File: src/rtl/serial_adder_pkg.sv
`default_nettype none
// ============================================================================
//  Module   : serial_adder_pkg
//  Purpose  : Shared types and helpers for the bit-serial adder.
//             Used by serial_adder; optional subtract mode is enabled by
//             defining SERIAL_ADDER_SUB_EN.
//  Revision : 1.0  initial release
// ============================================================================
package serial_adder_pkg;

    typedef enum logic [1:0] {
        IDLE  = 2'd0,
        SHIFT = 2'd1,
        DONE  = 2'd2
    } state_e;

    localparam int DEFAULT_WIDTH = 8;

    // Width of the bit-position counter; it counts 0 .. width-1.
    function automatic int cnt_width(input int width);
        return (width > 1) ? $clog2(width) : 1;
    endfunction

endpackage : serial_adder_pkg
`default_nettype wire

File: src/rtl/half_adder.sv
`default_nettype none
// ============================================================================
//  Module   : half_adder
//  Purpose  : Single-bit half adder cell.
//  Revision : 1.0  initial release
// ============================================================================
module half_adder (
    input  logic a_i,
    input  logic b_i,
    output logic sum_o,
    output logic carry_o
);

    assign sum_o   = a_i ^ b_i;
    assign carry_o = a_i & b_i;

endmodule : half_adder
`default_nettype wire

File: src/rtl/serial_adder_full_adder_bit.sv
`default_nettype none
// ============================================================================
//  Module   : full_adder_bit
//  Purpose  : Combinational one-bit full adder built from two half adders
//             and an OR gate joining their carries.
//  Revision : 1.0  initial release
// ============================================================================
module full_adder_bit (
    input  logic a_i,
    input  logic b_i,
    input  logic cin_i,
    output logic sum_o,
    output logic cout_o
);

    logic w_ab_sum;
    logic w_ab_carry;
    logic w_cin_carry;

    half_adder u_ha_ab (
        .a_i     (a_i),
        .b_i     (b_i),
        .sum_o   (w_ab_sum),
        .carry_o (w_ab_carry)
    );

    half_adder u_ha_cin (
        .a_i     (w_ab_sum),
        .b_i     (cin_i),
        .sum_o   (sum_o),
        .carry_o (w_cin_carry)
    );

    // Both half adders can never carry at once, so OR is sufficient.
    assign cout_o = w_ab_carry | w_cin_carry;

endmodule : full_adder_bit
`default_nettype wire

File: src/rtl/serial_adder.sv
`default_nettype none
// ============================================================================
//  Module   : serial_adder
//  Purpose  : Bit-serial WIDTH-bit adder, LSB first, one bit per clock, with
//             valid/ready handshakes on operand intake and result delivery.
//             Define SERIAL_ADDER_SUB_EN to add the op_sub_i port and the
//             A - B mode (B inverted, carry-in of 1).
//  Revision : 1.0  initial release
// ============================================================================
module serial_adder
    import serial_adder_pkg::*;
#(
    parameter int WIDTH = DEFAULT_WIDTH
) (
    input  logic             clk_i,
    input  logic             rst_i,
`ifdef SERIAL_ADDER_SUB_EN
    input  logic             op_sub_i,
`endif
    input  logic             in_valid_i,
    output logic             in_ready_o,
    input  logic [WIDTH-1:0] a_i,
    input  logic [WIDTH-1:0] b_i,
    output logic             out_valid_o,
    input  logic             out_ready_i,
    output logic [WIDTH-1:0] sum_o,
    output logic             cout_o
);

    localparam int             CW       = cnt_width(WIDTH);
    localparam logic [CW-1:0]  CNT_LAST = CW'(WIDTH - 1);

    state_e             state_q, state_d;
    logic [WIDTH-1:0]   a_q, a_d;
    logic [WIDTH-1:0]   b_q, b_d;
    logic [WIDTH-1:0]   sh_q, sh_d;     // partial sum being assembled
    logic [WIDTH-1:0]   sum_q, sum_d;   // last completed result
    logic               carry_q, carry_d;
    logic               cout_q, cout_d;
    logic [CW-1:0]      cnt_q, cnt_d;

    logic               w_sub;
    logic               w_bit_sum;
    logic               w_bit_cout;

`ifdef SERIAL_ADDER_SUB_EN
    assign w_sub = op_sub_i;
`else
    assign w_sub = 1'b0;
`endif

    full_adder_bit u_fa (
        .a_i    (a_q[0]),
        .b_i    (b_q[0]),
        .cin_i  (carry_q),
        .sum_o  (w_bit_sum),
        .cout_o (w_bit_cout)
    );

    // State and datapath registers; async reset discards any operation in flight.
    always_ff @(posedge clk_i or posedge rst_i) begin
        if (rst_i) begin
            state_q <= IDLE;
            a_q     <= '0;
            b_q     <= '0;
            sh_q    <= '0;
            sum_q   <= '0;
            carry_q <= 1'b0;
            cout_q  <= 1'b0;
            cnt_q   <= '0;
        end else begin
            state_q <= state_d;
            a_q     <= a_d;
            b_q     <= b_d;
            sh_q    <= sh_d;
            sum_q   <= sum_d;
            carry_q <= carry_d;
            cout_q  <= cout_d;
            cnt_q   <= cnt_d;
        end
    end

    // Next-state and datapath update: load on accept, shift one bit per cycle,
    // publish the result on the final bit, then wait for the consumer.
    always_comb begin
        state_d = state_q;
        a_d     = a_q;
        b_d     = b_q;
        sh_d    = sh_q;
        sum_d   = sum_q;
        carry_d = carry_q;
        cout_d  = cout_q;
        cnt_d   = cnt_q;

        case (state_q)
            IDLE: begin
                if (in_valid_i) begin
                    a_d     = a_i;
                    b_d     = w_sub ? ~b_i : b_i;
                    carry_d = w_sub;
                    cnt_d   = '0;
                    state_d = SHIFT;
                end
            end
            SHIFT: begin
                a_d     = {1'b0, a_q[WIDTH-1:1]};
                b_d     = {1'b0, b_q[WIDTH-1:1]};
                sh_d    = {w_bit_sum, sh_q[WIDTH-1:1]};
                carry_d = w_bit_cout;
                cnt_d   = cnt_q + CW'(1);
                if (cnt_q == CNT_LAST) begin
                    sum_d   = {w_bit_sum, sh_q[WIDTH-1:1]};
                    cout_d  = w_bit_cout;
                    cnt_d   = '0;
                    state_d = DONE;
                end
            end
            DONE: begin
                if (out_ready_i) begin
                    state_d = IDLE;
                end
            end
            default: begin
                state_d = IDLE;
            end
        endcase
    end

    assign in_ready_o  = (state_q == IDLE);
    assign out_valid_o = (state_q == DONE);
    assign sum_o       = sum_q;
    assign cout_o      = cout_q;

endmodule : serial_adder
`default_nettype wire

File: config.mk
export PLATFORM = sky130hd
export DESIGN_NAME = serial_adder
export DESIGN_NICKNAME = d
export VERILOG_FILES = /design/src/rtl/serial_adder_pkg.sv /design/src/rtl/half_adder.sv /design/src/rtl/serial_adder_full_adder_bit.sv /design/src/rtl/serial_adder.sv
export SDC_FILE = /design/constraint.sdc
export NUM_CORES = 1
export LEC_CHECK = 0
export CORE_ASPECT_RATIO = 0.9
export CORE_MARGIN = 5
export CORE_UTILIZATION = 30
export CTS_BUF_LIST = sky130_fd_sc_hd__clkbuf_4
export CTS_CLUSTER_SIZE = 40
export DETAILED_ROUTE_END_ITERATION = 8
export PLACE_DENSITY = 0.61
export SYNTH_ARGS = -nofsm -noshare
export SYNTH_HDL_FRONTEND = slang
export SYNTH_SLANG_ARGS = --single-unit
File: constraint.sdc
create_clock -name clk_i -period 1.78 [get_ports clk_i]
set_clock_uncertainty 0.15 [all_clocks]
set_input_delay 0.356 -clock clk_i [delete_from_list [all_inputs] [get_ports clk_i]]
set_output_delay 0.356 -clock clk_i [all_outputs]
set_load 0.005 [all_outputs]
; ---- Word level (Yosys, flattened, before mapping)
; Cells that the tools add are included.
[classes]
n_bitwise = 5
n_reduce_logical = 5
eq_ne = 6
n_mux = 13
add_sub_neg = 1
[op_table]
columns = op, count
row1 = $pmux 8 s2, 2
row2 = $mux 8, 2
row3 = $mux 2, 3
row4 = $mux 3, 2
row5 = $pmux 2 s3, 1
row6 = $pmux 3 s2, 1
row7 = $ne 2x2->1 const B, 2
row8 = $reduce_and 2->1, 2
row9 = $add 3x1->3 const B, 1
row10 = $eq 3x3->1 const B, 1
row11 = $reduce_and 3->1, 1
row12 = $and 1x1->1, 2
row13 = $eq 2x1->1 const B, 1
row14 = $eq 2x2->1 const B, 1
row15 = $logic_not 2->1, 1
row16 = $ne 2x1->1 const B, 1
row17 = $pmux 1 s2, 1
row18 = $reduce_bool 2->1, 1
row19 = $xor 1x1->1, 2
row20 = $mux 1, 1
row21 = $or 1x1->1, 1
[word_totals]
wordCells = 38
inputBits = 20
ff_bits = 39

; ---- Logic depth before layout (Yosys ltp)
; Gate-level depths: netlist of run 1.
[logic_depth]
depth_word = 4
depth_mapped = 5

; ---- Cells and area by module
; Synthesis of run 1 repeated with hierarchy kept, for this count alone.
[unflattened]
cells_unflattened = 147
area_unflattened_um2 = 1813.0
[by_module_without_submodules]
columns = module, cells_each, area_per_inst_um2, n_inst
row1 = serial_adder, 144, 1781.7, 1
row2 = half_adder, 1, 12.5, 2
row3 = full_adder_bit, 1, 6.3, 1

; ---- Worst setup path after synthesis of run 1
; OpenSTA, ideal clock, no wires.
[synth_timing]
kind = reg-to-reg
start = register cnt_q[0]
end = register cout_q (netlist: cout_o)
required_time_ns = 1.505
slack_ns = 0.145
arrival_ns = 1.361
stages_incl_launch_ff = 6
setup_ns = 0.125
cell_sequence = dfrtp_1 > ha_1 > ha_1 > nand3b_1 > buf_2 > mux2_2
[synth_between]
elab_chain_len = 2
[synth_rtl]
columns = item, line_no
row1 = "start, declared", serial_adder.sv:40  ; logic [CW-1:0] cnt_q, cnt_d;
row2 = "start signal, assigned", serial_adder.sv:79  ; cnt_q <= cnt_d;
row3 = $eq 3x3->1, serial_adder.sv:111  ; if (cnt_q == CNT_LAST) begin
row4 = $reduce_and 2->1 (no line), n/a
row5 = "end signal, assigned", serial_adder.sv:78  ; cout_q <= cout_d;
row6 = "end, declared", serial_adder.sv:39  ; logic cout_q, cout_d;
; No other way between the ends.
; A chain may end at the register's enable or synchronous reset.

; ---- Worst setup path after layout of run 1
[layout_timing]
start = register sum_q[7] (netlist: sum_o[7])
end = output port sum_o[7]
[layout_rtl]
columns = item, line_no
row1 = "start, declared", serial_adder.sv:37  ; logic [WIDTH-1:0] sum_q, sum_d;
row2 = "start signal, assigned", serial_adder.sv:76  ; sum_q <= sum_d;
row3 = "end, declared", serial_adder.sv:26  ; output logic [WIDTH-1:0] sum_o,
; No word-level cell between the ends.

==> results of run 1 <==
## repair_timing
item / CTS / global route
pin swaps: 1 / 0
setup endpoints to repair: 2 / 8
gates resized for setup: 4 / 3
buffers inserted: 1 / 0
## cells in the final DEF, fill, tap and decap left out, types with 2 or more instances in the layout
cell type,n
mux2_1,2
dfrtp_1,37
nor4b_1,11
buf_12,3
nor2b_1,3
nor2_1,7
a221oi_1,6
buf_4,7
a211oi_1,5
dlygate4sd2_1,2
a22o_1,4
mux2_2,14
nor3b_1,5
a222oi_1,3
clkdlybuf4s50_1,28
nand2b_1,2
clkbuf_4,6
ha_1,2
inv_1,17
## flip-flops by register name (all words and copies together), names as in the netlist
signal and cells:
sh_q 7, cout_o 1, cnt_q 3, a_q 8
state_q 2, carry_q 1, sum_o 8, b_q 8
## how the worst min path moves through the flow
stage                      end  slack, ns
global route           carry_q       0.19
finish                 carry_q       0.20
CTS                     b_q[0]       0.20
global placement        b_q[7]       0.33
detailed placement    cnt_q[1]       0.34
floorplan           state_q[1]       0.31
## per-layer routing
| metal | routed length, µm | up-vias | global-route usage [%] |
|---|---|---|---|
| met5 | 0 | - | 0 |
| li1 | - | 580 | - |
| met3 | 131 | 7 | 2.53 |
| met1 | 1660 | 603 | 13.2 |
| met2 | 1670 | 27 | 14.9 |
| met4 | 68 | 0 | 4.80 |
## cells by family (layout without fill, tap and decap cells)
kind of cell             count (synthesis)  after routing
AO/OA/AOI/OAI                           23             23
adder cells (fa/ha/maj)                  3              3
buffers and inverters                   29             66
flip-flops                              38             38
multiplexers                            16             16
AND/OR/NAND/NOR                         34             34
## power by group through the flow
stage | Combinational (W) | Clock, W | Sequential, W
after CTS | 0.00156 | 0.000454 | 0.00153
after detailed placement | 0.00154 | 0 | 0.00154
after global placement | 0.00150 | 0 | 0.00153
final | 0.00154 | 0.000439 | 0.00153
after global routing | 0.00173 | 0.000484 | 0.00159
after floorplan | 0.00106 | 0 | 0.00149
## synthesized netlist by cell type
| cell | number |
|---|---|
| inv_1 | 17 |
| nor4b_1 | 11 |
| nor2b_4 | 1 |
| fa_1 | 1 |
| a32o_1 | 1 |
| a22o_1 | 4 |
| dfrtp_1 | 38 |
| a222oi_1 | 3 |
| nand2b_1 | 3 |
| clkbuf_1 | 1 |
| mux2_2 | 14 |
| nand3b_1 | 1 |
| ha_1 | 2 |
| nand4bb_1 | 1 |
| a21oi_1 | 1 |
| buf_4 | 2 |
| nand2_1 | 1 |
| o21ai_0 | 1 |
| nor2_1 | 8 |
| a211oi_1 | 5 |
| buf_2 | 5 |
| buf_6 | 4 |
| o21bai_4 | 1 |
| o311ai_1 | 1 |
| mux2_1 | 2 |
| nor3b_1 | 5 |
| nor2b_1 | 3 |
| a221oi_1 | 6 |
## worst reg2reg max path, stage by stage, from the launching register on
cell and delay [ns]:
dfrtp_1 0.41, ha_1 0.20, ha_1 0.20, nand3b_1 0.14, buf_12 0.15, mux2_2 0.33
## area by class of cell
| cell class | count | area share (%) |
|---|---|---|
| Sequential cell | 38 | 42.1 |
| Tap cell | 70 | 3.88 |
| Inverter | 17 | 2.82 |
| Clock buffer | 6 | 1.99 |
| Timing Repair Buffer | 41 | 18.7 |
| Multi-Input combinational cell | 76 | 30.1 |
| Clock inverter | 2 | 0.388 |
## through the flow
stage,instance area [µm²],total power (W),instances,util (%)
after floorplan,1770,0.00255,143,-
after global placement,2180,0.00303,241,38.3
after detailed placement,2180,0.00308,241,38.3
after CTS,2250,0.00354,250,39.5
after global routing,2260,0.00380,250,39.7
final,2260,0.00350,250,39.7
==> results_dict.tcl, run 1 <==
set metrics [dict create \
    gp_congestion 0.695 \
    setup_tns_ns 0 \
    vdd.ir_drop.worst_v 0.000414 \
    syn_area_per_cell_um2 12.4 \
    p_clk_share_pct 12.5 \
    nFillCells 548 \
    synth_nets 166 \
    synth_top_family_by_area "simple AND/OR/NAND/NOR gates" \
    yosysSeqAreaShare_pct 53.7 \
    post-route-min-period_ns 1.72 \
    grt_usage_pct 9.91 \
    num_rows 26 \
    overflow 0 \
    cts_tree "yes" \
    multi_input_area_um2 681 \
    vias 1217 \
    seq_power_share_pct 43.6 \
    p_per_area_nw_per_um2 1550 \
    io_buffer_count 30 \
    worstReg2RegEnd "sum_o[3]" \
    ant_nets 0 \
    cp_num_buf_inv 1 \
    cts_made_buffers 5 \
    status "complete, no violations" \
    clockBufferDepth 2 \
    final.setup.worst_slack_ns 0.0611 \
    grt_start_max_net_pins 39 \
    r2r_cells 5 \
    r2r_setup_slack_ns 0.09 \
    crit_path_max_incr_delay_ns 0.50 \
    ys_ff_latch 38 \
    grt_pass1_wl_um 6080 \
    drt_iter0_markers 96 \
    setup_violations 0 \
    wl_um 3530 \
    power.leakage_nw 0.988 \
    hold_viol_final 0 \
    synth-xor-area-share_pct 0 \
    die_y_um 82.9 \
    grt_setup_unrepaired "no" \
    syn_area_um2 1770 \
    synth_top_area_share_pct 53.7 \
    hpwlAfterDp_um 2490 \
    synth.largest_area_cell "dfrtp_1" \
    synth-compound-area-share_pct 11.5 \
    whs_ns 0.200 \
    synthSimpleGateAreaFrac_pct 13.4 \
    cp.arrival_ns 1.21 \
    dr.pass1.iters 4 \
    syn_inst 143 \
    cts_hold_buf 0 \
    hp-class "primary input to asynchronous set/reset pin" \
    start_kind "register" \
    die_width_um 91.0 \
    pre_cts_ws_ns 0.0273 \
    r2r_start "cnt_q[0]" \
    cp_slowest_cell "clkdlybuf4s50_1" \
    clkTransAtPathRegs_ns 0.12 \
    crit_end "sum_o[7]" \
    worstSetupPathDepth 1 \
    cp.required_ns 1.27 \
    ios 31 \
    period_share_pct 96.6 \
    insertion_delay_ns 0.34 \
    cp-end-kind "output pin" \
    switching_share_pct 32.7 \
    area_growth_pct 27.7 \
    core_area_um2 5690 \
    synth.area.mux_share_pct 10.2 \
    htreeDepth 2 \
    relSlewSlack_pct 77.5 \
    criticalPathCategory "register to output pin" \
    drc 0 \
    wire_per_inst_um 14.1 \
    power_frac_comb_pct 43.9 \
    cap_viol_max_count 0 \
    yosysWarningCount 0 \
    yosysUniqueCellTypes 28 \
    setup.worst_path.start "sum_o[7]" \
    initial_core_util_pct 31.1 \
    viasPerCell 4.87 \
    drive_above_1_share_pct 20.6 \
    p_int_w 0.00236 \
    n_antenna_cell 0 \
    drv_slew 0 \
    synth-adder-area-share_pct 2.55 \
    worstPathCellList "clkdlybuf4s50_1" \
    seq_area_um2 952 \
    synth_area_leaders "dfrtp_1 (54%), mux2_2 (8.9%), nor4b_1 (5.4%)" \
    antenna_found_initial 0 \
    cp_top_family "buffers and inverters" \
    crit_path_max_fanout 2 \
    dieArea_um2 7540 \
    worstMarginPinSlew_ns 0.333 \
    nets 202 \
    grt_pass1_vias 1231 \
    netSwitchingPower_w 0.00115 \
    cts.sinks 38 \
    cts_root_buf "clkbuf_4" \
    fmax_mhz 582 \
]
Note: power is estimated with default switching activity, not from simulation.
==> run 2, diff against run 1 <==
CAP_MARGIN = 30   (was not set)
PLACE_DENSITY = not set   (was 0.61)
PLACE_DENSITY_LB_ADDON = 0.1   (was not set)
==> results_dict.tcl, run 2 (synthesis results as in run 1) <==
set metrics [dict create \
    status "complete, no violations" \
    vdd.ir_drop.worst_v 0.000688 \
    power.leakage_nw 1.03 \
    initial_core_util_pct 31.1 \
    grt_pass1_wl_um 6570 \
    cts.sinks 38 \
    ios 31 \
    cp.arrival_ns 1.21 \
    cp_slowest_cell "clkdlybuf4s50_1" \
    worstReg2RegEnd "sum_o[1]" \
    final.setup.worst_slack_ns 0.0605 \
    start_kind "register" \
    area_growth_pct 30.8 \
    cts_root_buf "clkbuf_4" \
    r2r_setup_slack_ns 0.08 \
    drv_slew 0 \
    grt_usage_pct 10.6 \
    whs_ns 0.185 \
    dieArea_um2 7540 \
    hpwlAfterDp_um 2580 \
    multi_input_area_um2 684 \
    clockBufferDepth 2 \
    p_clk_share_pct 19.3 \
    cts_made_buffers 5 \
    hold_viol_final 0 \
    r2r_cells 5 \
    crit_path_max_fanout 2 \
    r2r_start "cnt_q[0]" \
    design_area_um2 2310 \
    seq_area_um2 952 \
    antenna_found_initial 0 \
    drt_iter0_markers 122 \
    criticalPathCategory "register to output pin" \
    drive_above_1_share_pct 21.0 \
    drc 0 \
    power_frac_comb_pct 40.9 \
    grt_start_max_net_pins 39 \
    fmax_mhz 582 \
    dpl_cell_area_um2 2180 \
    die_y_um 82.9 \
    crit_path_max_incr_delay_ns 0.50 \
    cts_hold_buf 0 \
    cp_top_family "buffers and inverters" \
    cap_viol_max_count 0 \
    overflow 0 \
    pre_cts_ws_ns -0.0380 \
    wl_um 3870 \
    io_buffer_count 30 \
    worstPathCellList "clkdlybuf4s50_1" \
    nFillCells 557 \
    final_common_cell "dfrtp_1" \
    cp-end-kind "output pin" \
    n_antenna_cell 0 \
    die_width_um 91.0 \
    gp_congestion 0.685 \
    clkTransAtPathRegs_ns 0.13 \
    setup_violations 0 \
    viasPerCell 4.97 \
    ant_nets 0 \
    grt_pass1_vias 1353 \
    hp-class "primary input to asynchronous set/reset pin" \
    core_area_um2 5690 \
    layout_common_cells "dfrtp_1 (37), clkdlybuf4s50_1 (26), inv_1 (17), mux2_2 (14), nor4b_1 (11)" \
    worstSetupPathDepth 1 \
    dr.pass1.iters 4 \
    cp.required_ns 1.27 \
    period_share_pct 96.6 \
    htreeDepth 2 \
    nets 203 \
    cp_num_buf_inv 1 \
    p_per_area_nw_per_um2 1650 \
    cts_tree "yes" \
    stdcell_count 251 \
    switching_share_pct 31.3 \
    post-route-min-period_ns 1.72 \
    wire_per_inst_um 15.4 \
    p_total_w 0.00382 \
    num_rows 26 \
    relSlewSlack_pct 79.1 \
    seq_power_share_pct 39.8 \
    p_int_w 0.00262 \
    setup.worst_path.start "sum_o[5]" \
    vias 1247 \
    netSwitchingPower_w 0.00120 \
    insertion_delay_ns 0.35 \
    worstMarginPinSlew_ns 0.309 \
    dp_cells 241 \
]
[run 2: layer usage]
metal | track usage, % | up-vias | routed length, µm
met2 | 16.6 | 32 | 1810
li1 | - | 587 | -
met1 | 13.5 | 620 | 1810
met5 | 0 | - | 0
met4 | 4.40 | 0 | 55
met3 | 3.35 | 8 | 195
[run 2: per-stage QoR]
step	setup TNS [ns]	util, %
floorplan	0	-
global placement	0	38.3
detailed placement	-0.0845	38.3
CTS	0	40.1
global route	-0.000208	40.6
finish	0	40.6
[run 2: area by class of cell]
cell class              count  share of cell area [%]
clock buffers               5                    1.62
inverters                  17                    2.76
repair buffers             41                    18.3
multi-input cells          77                    29.6
clock inverters             3                    2.76
well taps                  70                    3.79
flip-flops and latches     38                    41.2
[run 2: power by group through the flow]
stage / clock [W] / sequential [W] / combinational [W]
detailed placement: 0 / 0.00154 / 0.00156
floorplan: 0 / 0.00149 / 0.00106
CTS: 0.000751 / 0.00152 / 0.00156
global route: 0.000782 / 0.00158 / 0.00174
finish: 0.000736 / 0.00152 / 0.00156
global placement: 0 / 0.00152 / 0.00149
[run 2: timing repair]
item | 4_1_cts | 5_1_grt
endpoints found under the setup margin | 2 | 9
gates resized for setup | 3 | 5
hold endpoints to repair | 0 | 0
buffers inserted | 0 | 1
cloned | 0 | 1
pin swaps | 1 | 0
[run 2: worst max path at each step]
stage / endpoint
3_3_place_gp: a_q[4]
3_5_place_dp: a_q[2]
5_1_grt: sh_q[2]
4_1_cts: out_valid_o
6_report: sum_o[5]
2_1_floorplan: cout_o
[run 2: worst min-delay path, stage by stage]
cell             delay (ns)
clkdlybuf4s50_1        0.39
inv_1                  0.09
buf_12                 0.23
==> run 3, diff against run 2 <==
CORE_UTILIZATION = 41   (was 30)
==> results_dict.tcl, run 3 (synthesis results as in run 1) <==
set metrics [dict create \
    setup.worst_path.start "sum_o[6]" \
    ios 31 \
    netSwitchingPower_w 0.00116 \
    htreeDepth 2 \
    relSlewSlack_pct 79.3 \
    p_clk_share_pct 12.5 \
    clockBufferDepth 2 \
    crit_path_max_fanout 2 \
    drc 0 \
    vias 1252 \
    r2r_start "cnt_q[0]" \
    setup_violations 0 \
    final_common_cell "dfrtp_1" \
    cts.sinks 38 \
    fin_util_pct 54.4 \
    post-route-min-period_ns 1.71 \
    grt_usage_pct 13.0 \
    hold_viol_final 0 \
    die_width_um 79.2 \
    gp_congestion 0.733 \
    crit_path_max_incr_delay_ns 0.50 \
    final.setup.worst_slack_ns 0.0654 \
    period_share_pct 96.3 \
    status "complete, no violations" \
    worstMarginPinSlew_ns 0.309 \
    fmax_mhz 583 \
    grt_pass1_vias 1214 \
    io_buffer_count 30 \
    dr.pass1.iters 6 \
    die_y_um 72.3 \
    nFillCells 371 \
    initial_core_util_pct 42.8 \
    cp.required_ns 1.27 \
    p_total_w 0.00353 \
    power.leakage_nw 1.02 \
    area_growth_pct 27.0 \
    power_frac_comb_pct 44.8 \
    wl_um 3520 \
    antenna_found_initial 0 \
    drv_slew 0 \
    cp_num_buf_inv 1 \
    cp_slowest_cell "clkdlybuf4s50_1" \
    worstPathCellList "clkdlybuf4s50_1" \
    start_kind "register" \
    cp.arrival_ns 1.21 \
    grt_pass1_wl_um 5820 \
    dieArea_um2 5730 \
    layout_common_cells "dfrtp_1 (37), clkdlybuf4s50_1 (26), inv_1 (17), mux2_2 (14)" \
    grt_start_max_net_pins 39 \
    multi_input_area_um2 676 \
    num_rows 22 \
    grt_setup_unrepaired "no" \
    ant_nets 0 \
    overflow 0 \
    n_antenna_cell 0 \
    cp_top_family "buffers and inverters" \
    cap_viol_max_count 0 \
    p_per_area_nw_per_um2 1570 \
    switching_share_pct 32.8 \
    drt_iter0_markers 86 \
    nets 205 \
    seq_area_um2 952 \
    cp-end-kind "output pin" \
    cts_tree "yes" \
    cts_made_buffers 5 \
    seq_power_share_pct 42.7 \
    p_int_w 0.00237 \
    core_area_um2 4130 \
    cts_root_buf "clkbuf_4" \
    wire_per_inst_um 15.2 \
    drive_above_1_share_pct 22.4 \
    clkTransAtPathRegs_ns 0.12 \
    hpwlAfterDp_um 2490 \
    pre_cts_ws_ns -0.00334 \
    insertion_delay_ns 0.34 \
    cts_hold_buf 0 \
    criticalPathCategory "register to output pin" \
    viasPerCell 5.42 \
    hp-class "primary input to asynchronous set/reset pin" \
    vdd.ir_drop.worst_v 0.000788 \
]
-- run 3: what timing repair did --
item / in CTS / in global routing
endpoints found under the setup margin: 2 / 13
pin swaps: 1 / 1
resized for setup: 4 / 6
buffers inserted: 1 / 1
endpoints found under the hold margin: 0 / 0
-- run 3: layer usage --
layer  wire, µm  vias up  global-route usage (%)  part of all wire (%)
met4         48        0                    4.58                   1.4
met1       1650      620                    17.7                    47
li1           -      588                       -                     -
met3        189        7                    4.34                   5.4
met2       1630       37                    19.4                    46
met5          0        -                       0                     0
-- run 3: final cells by class --
type	instances	share of cell area [%]
Sequential cell	38	42.4
Multi-Input combinational cell	76	30.1
Timing Repair Buffer	44	19.7
Inverter	17	2.84
Tap cell	48	2.67
Clock buffer	6	2.00
Clock inverter	2	0.390
-- run 3: worst paths after layout --
path,end,slack [ns],cells after the start
max,sum_o[6],0.07,1
min,sum_o[2],0.20,3
max reg2reg,sum_o[6],0.09,5
min reg2reg,b_q[7],0.36,1
max in group asynchronous,b_q[3],1.07,3
min in group clk_i,b_q[7],0.36,1
-- run 3: power by group through the flow --
stage / Clock (W) / Combinational, W / Sequential [W]
final: 0.000441 / 0.00158 / 0.00151
after global routing: 0.000493 / 0.00175 / 0.00156
after CTS: 0.000456 / 0.00159 / 0.00151
after detailed placement: 0 / 0.00155 / 0.00153
after global placement: 0 / 0.00152 / 0.00151
after floorplan: 0 / 0.00106 / 0.00149
-- run 3: through the flow --
stage | hold WS (ns) | TNS [ns] | instance area, µm² | std cells
after floorplan | 0.314 | 0 | 1770 | 143
after global placement | 0.331 | 0 | 2170 | 221
after detailed placement | 0.344 | -0.00334 | 2170 | 221
after CTS | 0.205 | 0 | 2230 | 230
after global routing | 0.218 | 0 | 2250 | 231
final | 0.204 | 0 | 2250 | 231
-- run 3: worst reg2reg max path, delay by kind of cell, from the launching register on --
kind / cells / cell delay (ns)
DFF: 1 / 0.41
adders and majority gates: 2 / 0.39
muxes: 1 / 0.33
and+or+nand+nor: 1 / 0.15
buffers and inverters: 1 / 0.15
